### src/rtl/stoch_signed_pool2d.sv
// Stochastic signed 2-D max/average pooling over bipolar (p/m split) bitstreams.
// Latency: 1 cycle from an en sample to registered y_p/y_m; y_valid is en delayed by one cycle.
// Backpressure: none; one sample per cycle, en=0 freezes window state and zeroes the outputs.
module stoch_signed_pool2d #(
  parameter int IM_HEIGHT    = 4,
  parameter int IM_WIDTH     = 4,
  parameter int CHANNELS     = 1,
  parameter int KERNEL_H     = 2,
  parameter int KERNEL_W     = 2,
  parameter int STRIDE_H     = 2,
  parameter int STRIDE_W     = 2,
  parameter int PAD_H        = 0,
  parameter int PAD_W        = 0,
  parameter int COUNTER_SIZE = 8,
  parameter int MODE         = 0,
  localparam int OUT_H = (IM_HEIGHT + 2*PAD_H - KERNEL_H) / STRIDE_H + 1,
  localparam int OUT_W = (IM_WIDTH  + 2*PAD_W - KERNEL_W) / STRIDE_W + 1
) (
  input  logic                                  CLK,
  input  logic                                  RST,
  input  logic                                  en,
  input  logic                                  clr,
  input  logic [CHANNELS*IM_HEIGHT*IM_WIDTH-1:0] x_p,
  input  logic [CHANNELS*IM_HEIGHT*IM_WIDTH-1:0] x_m,
  output logic [CHANNELS*OUT_H*OUT_W-1:0]        y_p,
  output logic [CHANNELS*OUT_H*OUT_W-1:0]        y_m,
  output logic                                  y_valid
);

  localparam int K  = KERNEL_H * KERNEL_W;
  localparam int SW = (K > 1) ? $clog2(K) : 1;

  // y_valid marks a cycle whose y_p/y_m came from an accepted sample
  always_ff @(posedge CLK or posedge RST) begin
    if (RST)      y_valid <= 1'b0;
    else if (clr) y_valid <= 1'b0;
    else          y_valid <= en;
  end

  for (genvar c = 0; c < CHANNELS; c++) begin : g_ch
    for (genvar oh = 0; oh < OUT_H; oh++) begin : g_oh
      for (genvar ow = 0; ow < OUT_W; ow++) begin : g_ow
        localparam int OI = c*OUT_H*OUT_W + ow*OUT_H + oh;

        // Window bits gathered in element order i = kw*KERNEL_H + kh
        logic [K-1:0] wp;
        logic [K-1:0] wm;

        for (genvar kw = 0; kw < KERNEL_W; kw++) begin : g_kw
          for (genvar kh = 0; kh < KERNEL_H; kh++) begin : g_kh
            localparam int PH = oh*STRIDE_H + kh - PAD_H;
            localparam int PW = ow*STRIDE_W + kw - PAD_W;
            localparam int EI = kw*KERNEL_H + kh;
            if (PH >= 0 && PH < IM_HEIGHT && PW >= 0 && PW < IM_WIDTH) begin : g_in
              localparam int XI = c*IM_HEIGHT*IM_WIDTH + PW*IM_HEIGHT + PH;
              assign wp[EI] = x_p[XI];
              assign wm[EI] = x_m[XI];
            end else begin : g_pad
              // Padding reads as a neutral (zero) sample
              assign wp[EI] = 1'b0;
              assign wm[EI] = 1'b0;
            end
          end
        end

        if (MODE == 0) begin : g_max
          localparam logic signed [COUNTER_SIZE-1:0] CMAX = {1'b0, {(COUNTER_SIZE-1){1'b1}}};
          localparam logic signed [COUNTER_SIZE-1:0] CMIN = -CMAX;
          localparam logic signed [COUNTER_SIZE-1:0] ONE  = COUNTER_SIZE'(1);

          logic signed [COUNTER_SIZE-1:0] cnt     [K];
          logic signed [COUNTER_SIZE-1:0] cnt_nxt [K];
          logic signed [COUNTER_SIZE-1:0] best;
          logic [SW-1:0]                  sel;
          logic                           yp_q;
          logic                           ym_q;

          // Argmax of the pre-update counters; strict compare keeps the lowest index on ties
          always_comb begin
            sel  = '0;
            best = cnt[0];
            for (int i = 1; i < K; i++) begin
              if (cnt[i] > best) begin
                best = cnt[i];
                sel  = SW'(i);
              end
            end
          end

          // Saturating +/-1 step per element; x_p=x_m=1 is a zero step
          always_comb begin
            for (int i = 0; i < K; i++) begin
              cnt_nxt[i] = cnt[i];
              if (wp[i] && !wm[i] && cnt[i] != CMAX)      cnt_nxt[i] = cnt[i] + ONE;
              else if (wm[i] && !wp[i] && cnt[i] != CMIN) cnt_nxt[i] = cnt[i] - ONE;
            end
          end

          // Forward the selected element's bits and advance the counters on each sample
          always_ff @(posedge CLK or posedge RST) begin
            if (RST) begin
              for (int i = 0; i < K; i++) cnt[i] <= '0;
              yp_q <= 1'b0;
              ym_q <= 1'b0;
            end else if (clr) begin
              for (int i = 0; i < K; i++) cnt[i] <= '0;
              yp_q <= 1'b0;
              ym_q <= 1'b0;
            end else if (en) begin
              for (int i = 0; i < K; i++) cnt[i] <= cnt_nxt[i];
              yp_q <= wp[sel];
              ym_q <= wm[sel];
            end else begin
              yp_q <= 1'b0;
              ym_q <= 1'b0;
            end
          end

          assign y_p[OI] = yp_q;
          assign y_m[OI] = ym_q;
        end else begin : g_avg
          // One spare bit over |acc| < K, plus the sign bit; the sum a needs one more
          localparam int AW = $clog2(K) + 2;
          localparam logic signed [AW:0] KS  = (AW+1)'(K);
          localparam logic signed [AW:0] ONE = (AW+1)'(1);

          logic signed [AW-1:0] acc;
          logic signed [AW-1:0] acc_nxt;
          logic signed [AW:0]   s;
          logic signed [AW:0]   a;
          logic signed [AW:0]   a_adj;
          logic                 hi;
          logic                 lo;
          logic                 yp_q;
          logic                 ym_q;

          // Sum the window, emit a +/- pulse whenever a full K has accumulated
          always_comb begin
            s = '0;
            for (int i = 0; i < K; i++) begin
              if (wp[i] && !wm[i])      s = s + ONE;
              else if (wm[i] && !wp[i]) s = s - ONE;
            end
            a     = {acc[AW-1], acc} + s;
            hi    = (a >= KS);
            lo    = (a <= -KS);
            a_adj = a;
            if (hi)      a_adj = a - KS;
            else if (lo) a_adj = a + KS;
            acc_nxt = AW'(a_adj);
          end

          // Accumulator and registered pulse outputs
          always_ff @(posedge CLK or posedge RST) begin
            if (RST) begin
              acc  <= '0;
              yp_q <= 1'b0;
              ym_q <= 1'b0;
            end else if (clr) begin
              acc  <= '0;
              yp_q <= 1'b0;
              ym_q <= 1'b0;
            end else if (en) begin
              acc  <= acc_nxt;
              yp_q <= hi;
              ym_q <= lo;
            end else begin
              yp_q <= 1'b0;
              ym_q <= 1'b0;
            end
          end

          assign y_p[OI] = yp_q;
          assign y_m[OI] = ym_q;
        end
      end
    end
  end

endmodule

### config.mk
export PLATFORM = sky130hd
export DESIGN_NAME = stoch_signed_pool2d
export DESIGN_NICKNAME = d
export VERILOG_FILES = /design/src/rtl/stoch_signed_pool2d.sv
export SDC_FILE = /design/constraint.sdc
export NUM_CORES = 1
export LEC_CHECK = 0
export BUFFER_PORTS_ARGS = -buffer_cell sky130_fd_sc_hd__buf_2
export CAP_MARGIN = 20
export CORE_MARGIN = 3
export CORE_UTILIZATION = 60
export DETAILED_ROUTE_END_ITERATION = 10
export PLACE_DENSITY = 0.77
export SYNTH_ARGS = -nofsm -noshare
export SYNTH_HDL_FRONTEND = slang
export SYNTH_SLANG_ARGS = --single-unit
### constraint.sdc
create_clock -name CLK -period 6.6 [get_ports CLK]
set_clock_uncertainty 0.2 [all_clocks]
set_input_delay 0.66 -clock CLK [delete_from_list [all_inputs] [get_ports CLK]]
set_output_delay 0.66 -clock CLK [all_outputs]
set_load 0.03 [all_outputs]
# [Word-level counts from Yosys, hierarchy flattened]
# Index checks and enable logic that the tools add are counted.
[word_totals] regBits=137 in_bits=36 out_inout_bits=9 word_cells=327
[classes] n_addsub=32 order_cmp=16 n_eq_ne=32 muxes=93 n_reduce_logical=129
[ops] operator="$mux 8" n=40
[ops] operator="$mux 32" n=8
[ops] operator="$ne 8x8->1 const B" n=32
[ops] operator="$add 8x2->8 const B" n=16
[ops] operator="$sub 8x2->8 const B" n=16
[ops] operator="$gt 8x8->1" n=12
[ops] operator="$logic_and 1x1->1" n=64
[ops] operator="$reduce_bool 3->1" n=16
[ops] operator="$logic_not 1->1" n=32
[ops] operator="$reduce_and 2->1" n=16
[ops] operator="$mux 1" n=29
[ops] operator="$bmux 1 s2" n=8
[ops] operator="$mux 2" n=8
[ops] operator="$lt 2x3->1 const B" n=4
[ops] operator="$reduce_bool 2->1" n=1

# [Depth between registers and ports, before layout]
# Gate-level depths: netlist of run 1.
[logic_depth] word_depth=10 depth_mapped=23 ltp_nobuf=21

# [Worst setup path after synthesis of run 1]
# No wires, ideal clock.
[synth_timing] kind="register to register" startpoint="reg g_ch[0].g_oh[1].g_ow[0].g_max.cnt[29] in the netlist's numbering" endpoint="reg g_ch[0].g_oh[1].g_ow[0].g_max.yp_q" t_arrival_ns=4.732 required_ns=6.309 path_slack_ns=1.577 stages_incl_launch_ff=22 path_buffers=2 path_cell_list="dfrtp_1 inv_1 ha_1 a21o_1 a2111oi_0 a21oi_1 buf_2 mux2i_1 ha_1 nand2_1 o21ai_0 nor2_1 a211oi_1 clkbuf_1 o21ai_0 o31a_1 ha_1 a21o_1 a2111o_1 o21ai_0 nand4bb_1 o221ai_1"
[synth_between] elab_chain_len=10
[synth_lines] item="start, declared" line_no="71" rtl="logic signed [COUNTER_SIZE-1:0] cnt [K];"
[synth_lines] item="$gt 8x8->1" line_no="83" rtl="if (cnt[i] > best) begin"
[synth_lines] item="$mux 8" line_no="83"
[synth_lines] item="$gt 8x8->1" line_no="83"
[synth_lines] item="$mux 8" line_no="83"
[synth_lines] item="$gt 8x8->1" line_no="83"
[synth_lines] item="$mux 2 (*)" line_no="83"
[synth_lines] item="$bmux 1 s2 (*)" line_no="111" rtl="yp_q <= wp[sel];"
[synth_lines] item="$mux 1 (implied by the code) (*)" line_no="111"
[synth_lines] item="$mux 1 (*)" line_no="109" rtl="end else if (en) begin"
[synth_lines] item="$mux 1 (*)" line_no="105" rtl="end else if (clr) begin"
[synth_lines] item="end signal, assigned" line_no="111"
[synth_lines] item="end, declared" line_no="75" rtl="logic yp_q;"
# Mark *: on every way between the ends. The rest lies on a longest branch, timed or not. The select of a mux whose other input is x is not followed.
# A chain may end at the register's enable or synchronous reset.

# [Final worst setup path of run 1]
[layout_timing] startpoint="reg g_ch[0].g_oh[1].g_ow[1].g_max.cnt[25] in the netlist's numbering" endpoint="reg g_ch[0].g_oh[1].g_ow[1].g_max.ym_q"
[layout_between] elab_chain_len=10
[layout_lines] item="start, declared" line_no="71"
[layout_lines] item="$gt 8x8->1" line_no="83"
[layout_lines] item="$mux 8" line_no="83"
[layout_lines] item="$gt 8x8->1" line_no="83"
[layout_lines] item="$mux 8" line_no="83"
[layout_lines] item="$gt 8x8->1" line_no="83"
[layout_lines] item="$mux 2 (*)" line_no="83"
[layout_lines] item="$bmux 1 s2 (*)" line_no="112" rtl="ym_q <= wm[sel];"
[layout_lines] item="$mux 1 (implied by the code) (*)" line_no="112"
[layout_lines] item="$mux 1 (*)" line_no="109"
[layout_lines] item="$mux 1 (*)" line_no="105"
[layout_lines] item="end signal, assigned" line_no="112"
[layout_lines] item="end, declared" line_no="76" rtl="logic ym_q;"
# Marked as above.

==> results of run 1 <==
state kept, by name (all words and copies together), names as in the netlist:
signal and cells:
g_ch.g_oh.g_ow.g_max.cnt 128, g_ch.g_oh.g_ow.g_max.ym_q 4, g_ch.g_oh.g_ow.g_max.yp_q 4, y_valid 1
metrics by stage:
stage / setup WS [ns] / power (uW) / instances
CTS: 0.713 / 4360 / 1929
detailed placement: 0.766 / 3330 / 1897
floorplan: 1.58 / 2880 / 1598
global placement: 1.02 / 3240 / 1897
global route: 0.499 / 4710 / 1931
finish: 0.908 / 4370 / 1931
cells by family after synthesis:
logic type | Yosys count
mux | 61
xor+xnor | 63
flops | 137
fa+ha+maj | 208
simple gates | 526
buf+inv | 170
compound gates | 433
metal layers:
| metal | global-route usage [%] | part of all wire [%] | up-vias |
|---|---|---|---|
| li1 | - | - | 5936 |
| met1 | 35.7 | 45 | 5673 |
| met2 | 46.4 | 49 | 250 |
| met5 | 0 | 0 | - |
| met3 | 3.74 | 4.0 | 51 |
| met4 | 8.20 | 2.0 | 0 |
how the worst max path moves through the flow:
stage                                                     to  slack, ns                             startpoint
after CTS                 g_ch[0].g_oh[1].g_ow[0].g_max.yp_q       0.71  g_ch[0].g_oh[1].g_ow[0].g_max.cnt[25]
after detailed placement  g_ch[0].g_oh[1].g_ow[0].g_max.yp_q       0.77  g_ch[0].g_oh[1].g_ow[0].g_max.cnt[26]
after floorplan           g_ch[0].g_oh[1].g_ow[0].g_max.yp_q       1.58  g_ch[0].g_oh[1].g_ow[0].g_max.cnt[29]
after global placement    g_ch[0].g_oh[1].g_ow[0].g_max.yp_q       1.02  g_ch[0].g_oh[1].g_ow[0].g_max.cnt[25]
final                     g_ch[0].g_oh[1].g_ow[1].g_max.ym_q       0.91  g_ch[0].g_oh[1].g_ow[1].g_max.cnt[25]
after global routing      g_ch[0].g_oh[1].g_ow[0].g_max.ym_q       0.50  g_ch[0].g_oh[1].g_ow[0].g_max.cnt[29]
cell usage in the layout, fill, tap and decap left out, drive strengths merged, types with 5 or more instances in the layout:
| cell | n |
|---|---|
| a211oi | 8 |
| a21boi | 16 |
| a21o | 12 |
| a21oi | 68 |
| buf | 55 |
| clkbuf | 17 |
| clkinv | 5 |
| dfrtp | 137 |
| fa | 16 |
| ha | 192 |
| inv | 140 |
| mux2 | 22 |
| mux2i | 39 |
| nand2 | 186 |
| nand2b | 9 |
| nand3 | 50 |
| nand4 | 36 |
| nand4b | 14 |
| nor2 | 95 |
| nor2b | 58 |
| nor3 | 34 |
| nor4 | 9 |
| nor4bb | 7 |
| o2111ai | 8 |
| o211ai | 24 |
| o21a | 35 |
| o21ai | 158 |
| o221ai | 6 |
| o31a | 12 |
| o31ai | 33 |
| o41ai | 23 |
| or3 | 9 |
| xnor2 | 16 |
| xor2 | 47 |
power breakdown:
| part | internal (uW) | switching [uW] | leakage, uW |
|---|---|---|---|
| sequential | 941 | 162 | 0.00185 |
| combinational | 1010 | 1250 | 0.00445 |
| clock | 595 | 410 | 0.000290 |
cell type report:
type,instances,area (um^2)
Multi-Input combinational cell,1291,9430
Fill cell,1801,7340
Sequential cell,137,3430
Inverter,136,515
Clock buffer,17,425
Tap cell,280,350
Timing Repair Buffer,55,300
Clock inverter,15,173
==> results.py, run 1 <==
metrics = {
    "run_status": {
        "status": "completed",
    },
    "global_routing": {
        "grt_start_max_net_pins": 74,
        "grt_overflow": 0,
        "first_global_vias": 11700,
        "gr-usage-all-layers_pct": 27.1,
        "initial_antenna_violation_count": 0,
        "grt_first_pass_wirelength_mm": 55.4,
    },
    "drt": {
        "drtIter0Drc": 705,
        "drt_first_pass_iters": 5,
        "detailroute.via_count": 11900,
        "routed_wl_mm": 32.4,
        "post_route_drc": 0,
        "vias_per_cell": 6.17,
        "drt.antenna.violating_nets": 0,
        "route.detailed.wl_per_inst_um": 16.8,
    },
    "synth": {
        "syn_area_um2": 13500,
        "synthTopCellsByArea": "sky130_fd_sc_hd__dfrtp_1 (25%), sky130_fd_sc_hd__ha_1 (18%), sky130_fd_sc_hd__o21ai_0 (5.1%)",
        "post_synth_and_or_nand_nor_area_fraction_pct": 19.3,
        "synth_largest_area_cell": "sky130_fd_sc_hd__dfrtp_1",
        "yosys_register_bits": 137,
        "async_reset_ff_share_pct": 100,
        "number_of_standard_cells_after_synthesis": 1598,
        "synth_edf_count": 0,
        "share_of_synthesized_cell_area_in_full_adder_half_adder_and_majority_cells_pct": 20.1,
        "synth_top_family_by_area": "compound AO/OA/AOI/OAI gates",
        "ys.warnings.count": 0,
        "ys_seq_area_share_pct": 25.4,
        "synth.net_count": 1842,
        "post_synth_xor_area_fraction_pct": 4.08,
        "yosys.cell_types.count": 67,
        "dominantRegCellSynth": "sky130_fd_sc_hd__dfrtp_1",
        "post_synth.cell_area_avg_um2": 8.46,
        "synth.most_common_cell": "sky130_fd_sc_hd__ha_1",
        "synthDominantCellAreaShare_pct": 25.4,
        "synth_compound_gate_area_share_pct": 21.4,
        "synth_top_cells_by_count": "sky130_fd_sc_hd__ha_1 (192), sky130_fd_sc_hd__nand2_1 (182), sky130_fd_sc_hd__dfrtp_1 (137), sky130_fd_sc_hd__o21ai_0 (137), sky130_fd_sc_hd__inv_1 (136)",
        "yosys-mux-area-fraction_pct": 4.72,
    },
    "cts": {
        "clock-root-buffer": "sky130_fd_sc_hd__clkbuf_16",
        "cts_resized": 0,
        "post-cts-setup-buffer-count": 0,
        "clkLatencyLatePin_ns": 0.43,
        "tritoncts": "yes",
        "ctsLongestPathBuffers": 2,
        "worst_setup_hold_path_clk_slew_ns": 0.07,
        "ctsHoldBuffers": 0,
        "clock_sink_count": 137,
        "clock_tree.htree_level_count": 4,
        "number_of_cts_inserted_buffers": 17,
    },
    "run": {
        "timing.max_cap.violations": 0,
    },
    "timing": {
        "tightestPinTransition_ns": 0.981,
        "setup_total_negative_slack_ns": 0,
        "max_slew_margin_pct": 34.6,
        "hold_violations": 0,
        "timing_max_transition_violations_final": 0,
        "timing.final.crit_share_pct": 86.2,
        "fin_worst_hold_slack_ns": 0.134,
        "setup_violations": 0,
        "period_needed_ns": 5.69,
        "achievable-frequency_mhz": 176,
        "rsz0062_at_grt": "no",
    },
    "worst_setup_path": {
        "cp.required_ns": 6.73,
        "critical_path_class": "reg2reg",
        "crit_path_max_fanout": 14,
        "worst-r2r-cell-count": 22,
        "timing.critical_path.buf_inv": 4,
        "cp_delay_by_family_top": "compound AO/OA/AOI/OAI gates",
        "worst_path_max_delay_cell": "sky130_fd_sc_hd__dfrtp_1",
        "cpPeakStageDelay_ns": 0.48,
        "critical_path_cell_count": 22,
        "worstPathCellList": "inv_1, ha_1, nor2b_1, o21ai_0, a21oi_1, o311ai_2, buf_4, mux2i_1, ha_1, nor2b_1, o21a_1, o21ai_0, a211oi_1, buf_4, nor2_1, mux2_2, ha_1, inv_1, a2111o_1, o21ai_0, nand4bb_1, o221ai_1",
        "r2r-end": "g_ch[0].g_oh[1].g_ow[1].g_max.ym_q",
        "setup.reg_to_reg.worst_slack_ns": 0.91,
        "crit_arrival_ns": 5.82,
        "setup.worst_path.end_class": "flop",
        "worstSetupStartpointType": "flop",
        "worst_r2r_startpoint": "g_ch[0].g_oh[1].g_ow[1].g_max.cnt[25]",
    },
    "cells_and_area": {
        "drive_gt1_share_pct": 8.36,
        "final_cell_utilization_of_the_core_pct": 66.6,
        "number_of_nets_in_the_final_layout": 1882,
        "area_growth_pct": 8.19,
        "antenna-diode-count": 0,
        "design_area_final_um2": 14600,
    },
    "worst_hold_path": {
        "holdCritPathClass": "in2async",
    },
    "power": {
        "power_density_nw_per_um2": 299,
        "peakVddDrop_mv": 0.170,
        "p_leak_uw": 0.00659,
    },
    "placed_design": {
        "detailedPlacementHpwl_mm": 23.7,
        "dpl_cell_area_um2": 14000,
        "port-buffer-count": 44,
        "gp_congestion": 0.886,
    },
    "floorplanning": {
        "fp.coreArea_um2": 22000,
        "die_w_um": 156,
        "die_y_um": 156,
        "top_level_i_o_count": 45,
        "design.die.area_um2": 24400,
        "placement_rows": 54,
        "floorplan.initialDensity_pct": 61.5,
    },
}
(Power assumes the default switching activity.)
==> run 2, diff against run 1 <==
--- a/config.mk
+++ b/config.mk
@@ -7,10 +7,12 @@
 export LEC_CHECK = 0
 export BUFFER_PORTS_ARGS = -buffer_cell sky130_fd_sc_hd__buf_2
 export CAP_MARGIN = 20
+export CELL_PAD_IN_SITES_DETAIL_PLACEMENT = 1
+export CELL_PAD_IN_SITES_GLOBAL_PLACEMENT = 2
 export CORE_MARGIN = 3
-export CORE_UTILIZATION = 60
+export CORE_UTILIZATION = 40
 export DETAILED_ROUTE_END_ITERATION = 10
-export PLACE_DENSITY = 0.77
+export PLACE_DENSITY_LB_ADDON = 0.1
 export SYNTH_ARGS = -nofsm -noshare
 export SYNTH_HDL_FRONTEND = slang
 export SYNTH_SLANG_ARGS = --single-unit
==> run 2 against run 1 <==
Net effect: non-clock buffer count grew 2; wire length increased by 16%; combinational power is 2% higher; fmax decreased by 2.8%; sequential share of layout area decreased by 0.39 points; global-route usage down 5.5 points; clock-buffer cell count up 4; critical endpoint is now g_ch[0].g_oh[1].g_ow[0].g_max.yp_q; largest cell class unchanged.
==> results.py, run 2 (same netlist as run 1, synthesis figures left out) <==
metrics = {
    "worst_setup_path": {
        "worstSetupStartpointType": "flop",
        "crit_path_max_fanout": 8,
        "critical_path_class": "reg2reg",
        "cp.required_ns": 6.76,
        "crit_arrival_ns": 6.02,
        "setup.worst_path.end_class": "flop",
    },
    "drt": {
        "drt_first_pass_iters": 4,
        "detailroute.via_count": 11900,
        "post_route_drc": 0,
        "route.detailed.wl_per_inst_um": 18.0,
        "drtIter0Drc": 359,
        "routed_wl_mm": 37.7,
        "drt.antenna.violating_nets": 0,
        "vias_per_cell": 5.67,
    },
    "global_routing": {
        "initial_antenna_violation_count": 0,
        "grt_overflow": 0,
        "grt_first_pass_wirelength_mm": 64.1,
        "first_global_vias": 12600,
        "gr-usage-all-layers_pct": 21.6,
        "grt_start_max_net_pins": 77,
    },
    "power": {
        "combinationalPowerShare_pct": 51.6,
        "internal-power_uw": 2590,
        "pwr-share-clk_pct": 23.5,
        "peakVddDrop_mv": 0.197,
        "power_density_nw_per_um2": 300,
        "pwr-share-seq_pct": 24.8,
        "total_switching_power_uw": 1870,
        "p_sw_share_pct": 42.0,
        "p_leak_uw": 0.00662,
    },
    "cells_and_area": {
        "antenna-diode-count": 0,
        "biggestRegsByFlops": "g_ch.g_oh.g_ow.g_max.cnt (128), g_ch.g_oh.g_ow.g_max.ym_q (4), g_ch.g_oh.g_ow.g_max.yp_q (4)",
        "design_area_final_um2": 14900,
        "area_growth_pct": 10.0,
        "num-fill-cells": 3953,
        "sequential_cell_area_um2": 3430,
        "number_of_nets_in_the_final_layout": 1884,
        "layout.cells.most_common_list": "sky130_fd_sc_hd__ha_1 (192), sky130_fd_sc_hd__nand2_1 (182), sky130_fd_sc_hd__o21ai_0 (137), sky130_fd_sc_hd__dfrtp_1 (137), sky130_fd_sc_hd__inv_1 (135)",
        "largest-register": "g_ch.g_oh.g_ow.g_max.cnt",
        "layout_commonest_cell": "sky130_fd_sc_hd__ha_1",
        "final_cell_utilization_of_the_core_pct": 45.1,
        "multi_input_comb_area_um2": 9430,
        "largest_register_ffs": 128,
        "drive_gt1_share_pct": 8.47,
    },
    "cts": {
        "ctsLongestPathBuffers": 2,
        "ctsHoldBuffers": 0,
        "clkLatencyLatePin_ns": 0.45,
        "worst_setup_hold_path_clk_slew_ns": 0.06,
        "clock-root-buffer": "sky130_fd_sc_hd__clkbuf_16",
        "cts_resized": 0,
        "clock_tree.htree_level_count": 4,
        "tritoncts": "yes",
        "number_of_cts_inserted_buffers": 17,
        "post-cts-setup-buffer-count": 0,
        "clock_sink_count": 137,
    },
    "floorplanning": {
        "die_w_um": 190,
        "floorplan.initialDensity_pct": 41.0,
        "top_level_i_o_count": 45,
        "die_y_um": 190,
        "design.die.area_um2": 36000,
        "placement_rows": 66,
        "fp.coreArea_um2": 32900,
    },
    "run": {
        "timing.max_cap.violations": 0,
    },
    "placed_design": {
        "dpl_worst_slack_ns": 0.481,
        "gp_congestion": 0.799,
        "detailedPlacementHpwl_mm": 28.1,
        "dpl_cell_area_um2": 14200,
        "port-buffer-count": 44,
    },
    "timing": {
        "setup_violations": 0,
        "timing.final.crit_share_pct": 88.8,
        "hold_violations": 0,
        "rsz0062_at_grt": "no",
        "fin_ws_ns": 0.742,
        "setup_total_negative_slack_ns": 0,
        "period_needed_ns": 5.86,
        "timing_max_transition_violations_final": 0,
        "tightestPinTransition_ns": 1.04,
        "fin_worst_hold_slack_ns": 0.159,
        "achievable-frequency_mhz": 171,
        "max_slew_margin_pct": 30.2,
    },
    "run_status": {
        "status": "completed",
    },
    "worst_hold_path": {
        "holdCritPathClass": "in2async",
    },
}
[run 2: cell types whose count changed in the layout (fill, tap and decap cells not counted)]
cell                         before  now
sky130_fd_sc_hd__clkbuf_8         0    4
sky130_fd_sc_hd__inv_6            5    1
sky130_fd_sc_hd__buf_4           10   13
sky130_fd_sc_hd__clkinv_4         0    3
sky130_fd_sc_hd__clkinvlp_4       3    1
sky130_fd_sc_hd__buf_2           45   44
sky130_fd_sc_hd__clkinv_2         5    4
[run 2: critical path, stage by stage, from the launching register on]
cell and delay, ns:
sky130_fd_sc_hd__dfrtp_1 0.49, sky130_fd_sc_hd__inv_1 0.07, sky130_fd_sc_hd__ha_1 0.32, sky130_fd_sc_hd__nand4_1 0.15, sky130_fd_sc_hd__nor2_1 0.06, sky130_fd_sc_hd__a22o_1 0.17, sky130_fd_sc_hd__a21oi_1 0.40, sky130_fd_sc_hd__buf_4 0.28
sky130_fd_sc_hd__mux2i_1 0.33, sky130_fd_sc_hd__ha_1 0.21, sky130_fd_sc_hd__a21oi_1 0.07, sky130_fd_sc_hd__o21ai_0 0.21, sky130_fd_sc_hd__nor2_1 0.08, sky130_fd_sc_hd__a211oi_1 0.67, sky130_fd_sc_hd__nor2_1 0.20, sky130_fd_sc_hd__mux2_2 0.33
sky130_fd_sc_hd__ha_1 0.28, sky130_fd_sc_hd__nor2b_1 0.13, sky130_fd_sc_hd__o211ai_1 0.17, sky130_fd_sc_hd__a21oi_1 0.09, sky130_fd_sc_hd__o21ai_0 0.44, sky130_fd_sc_hd__nand4bb_1 0.19, sky130_fd_sc_hd__o221ai_1 0.22
[run 2: power groups by stage]
stage | Sequential, uW | Clock, uW | Combinational, uW
detailed placement | 1120 | 0 | 2290
global placement | 1120 | 0 | 2220
floorplan | 1060 | 0 | 1820
CTS | 1110 | 1080 | 2320
global route | 1130 | 1120 | 2610
finish | 1110 | 1050 | 2310
[run 2: routing by layer]
layer  track usage (%)  share of wire (%)
met1              28.8                 49
met2              37.2                 47
met4              4.61                1.3
met5                 0                  0
met3              3.45                2.4
[run 2: final cells by class]
class                   count  share of cell area [%]
repair buffers             57                    2.14
inverters                 136                    3.47
clock inverters            11                   0.968
clock buffers              21                    3.23
multi-input cells        1291                    63.4
well taps                 442                    3.72
flip-flops and latches    137                    23.1
[run 2: final timing paths]
kind / cells after the start / endpoint / slack [ns] / startpoint
max in group asynchronous: 3 / g_ch[0].g_oh[1].g_ow[1].g_max.cnt[25] / 4.65 / RST
hold reg to reg: 1 / g_ch[0].g_oh[0].g_ow[1].g_max.cnt[16] / 0.36 / g_ch[0].g_oh[0].g_ow[1].g_max.cnt[16]
setup / recovery: 22 / g_ch[0].g_oh[1].g_ow[0].g_max.yp_q / 0.74 / g_ch[0].g_oh[1].g_ow[0].g_max.cnt[29]
hold / removal: 2 / g_ch[0].g_oh[0].g_ow[1].g_max.cnt[4] / 0.16 / RST
setup reg to reg: 22 / g_ch[0].g_oh[1].g_ow[0].g_max.yp_q / 0.74 / g_ch[0].g_oh[1].g_ow[0].g_max.cnt[29]
min in group CLK: 2 / g_ch[0].g_oh[0].g_ow[1].g_max.yp_q / 0.26 / x_p[13]
[run 2: stage by stage]
stage               power, uW  cells
CTS                      4510   2094
floorplan                2880   1598
finish                   4460   2095
global placement         3340   2062
detailed placement       3420   2062
global route             4850   2095
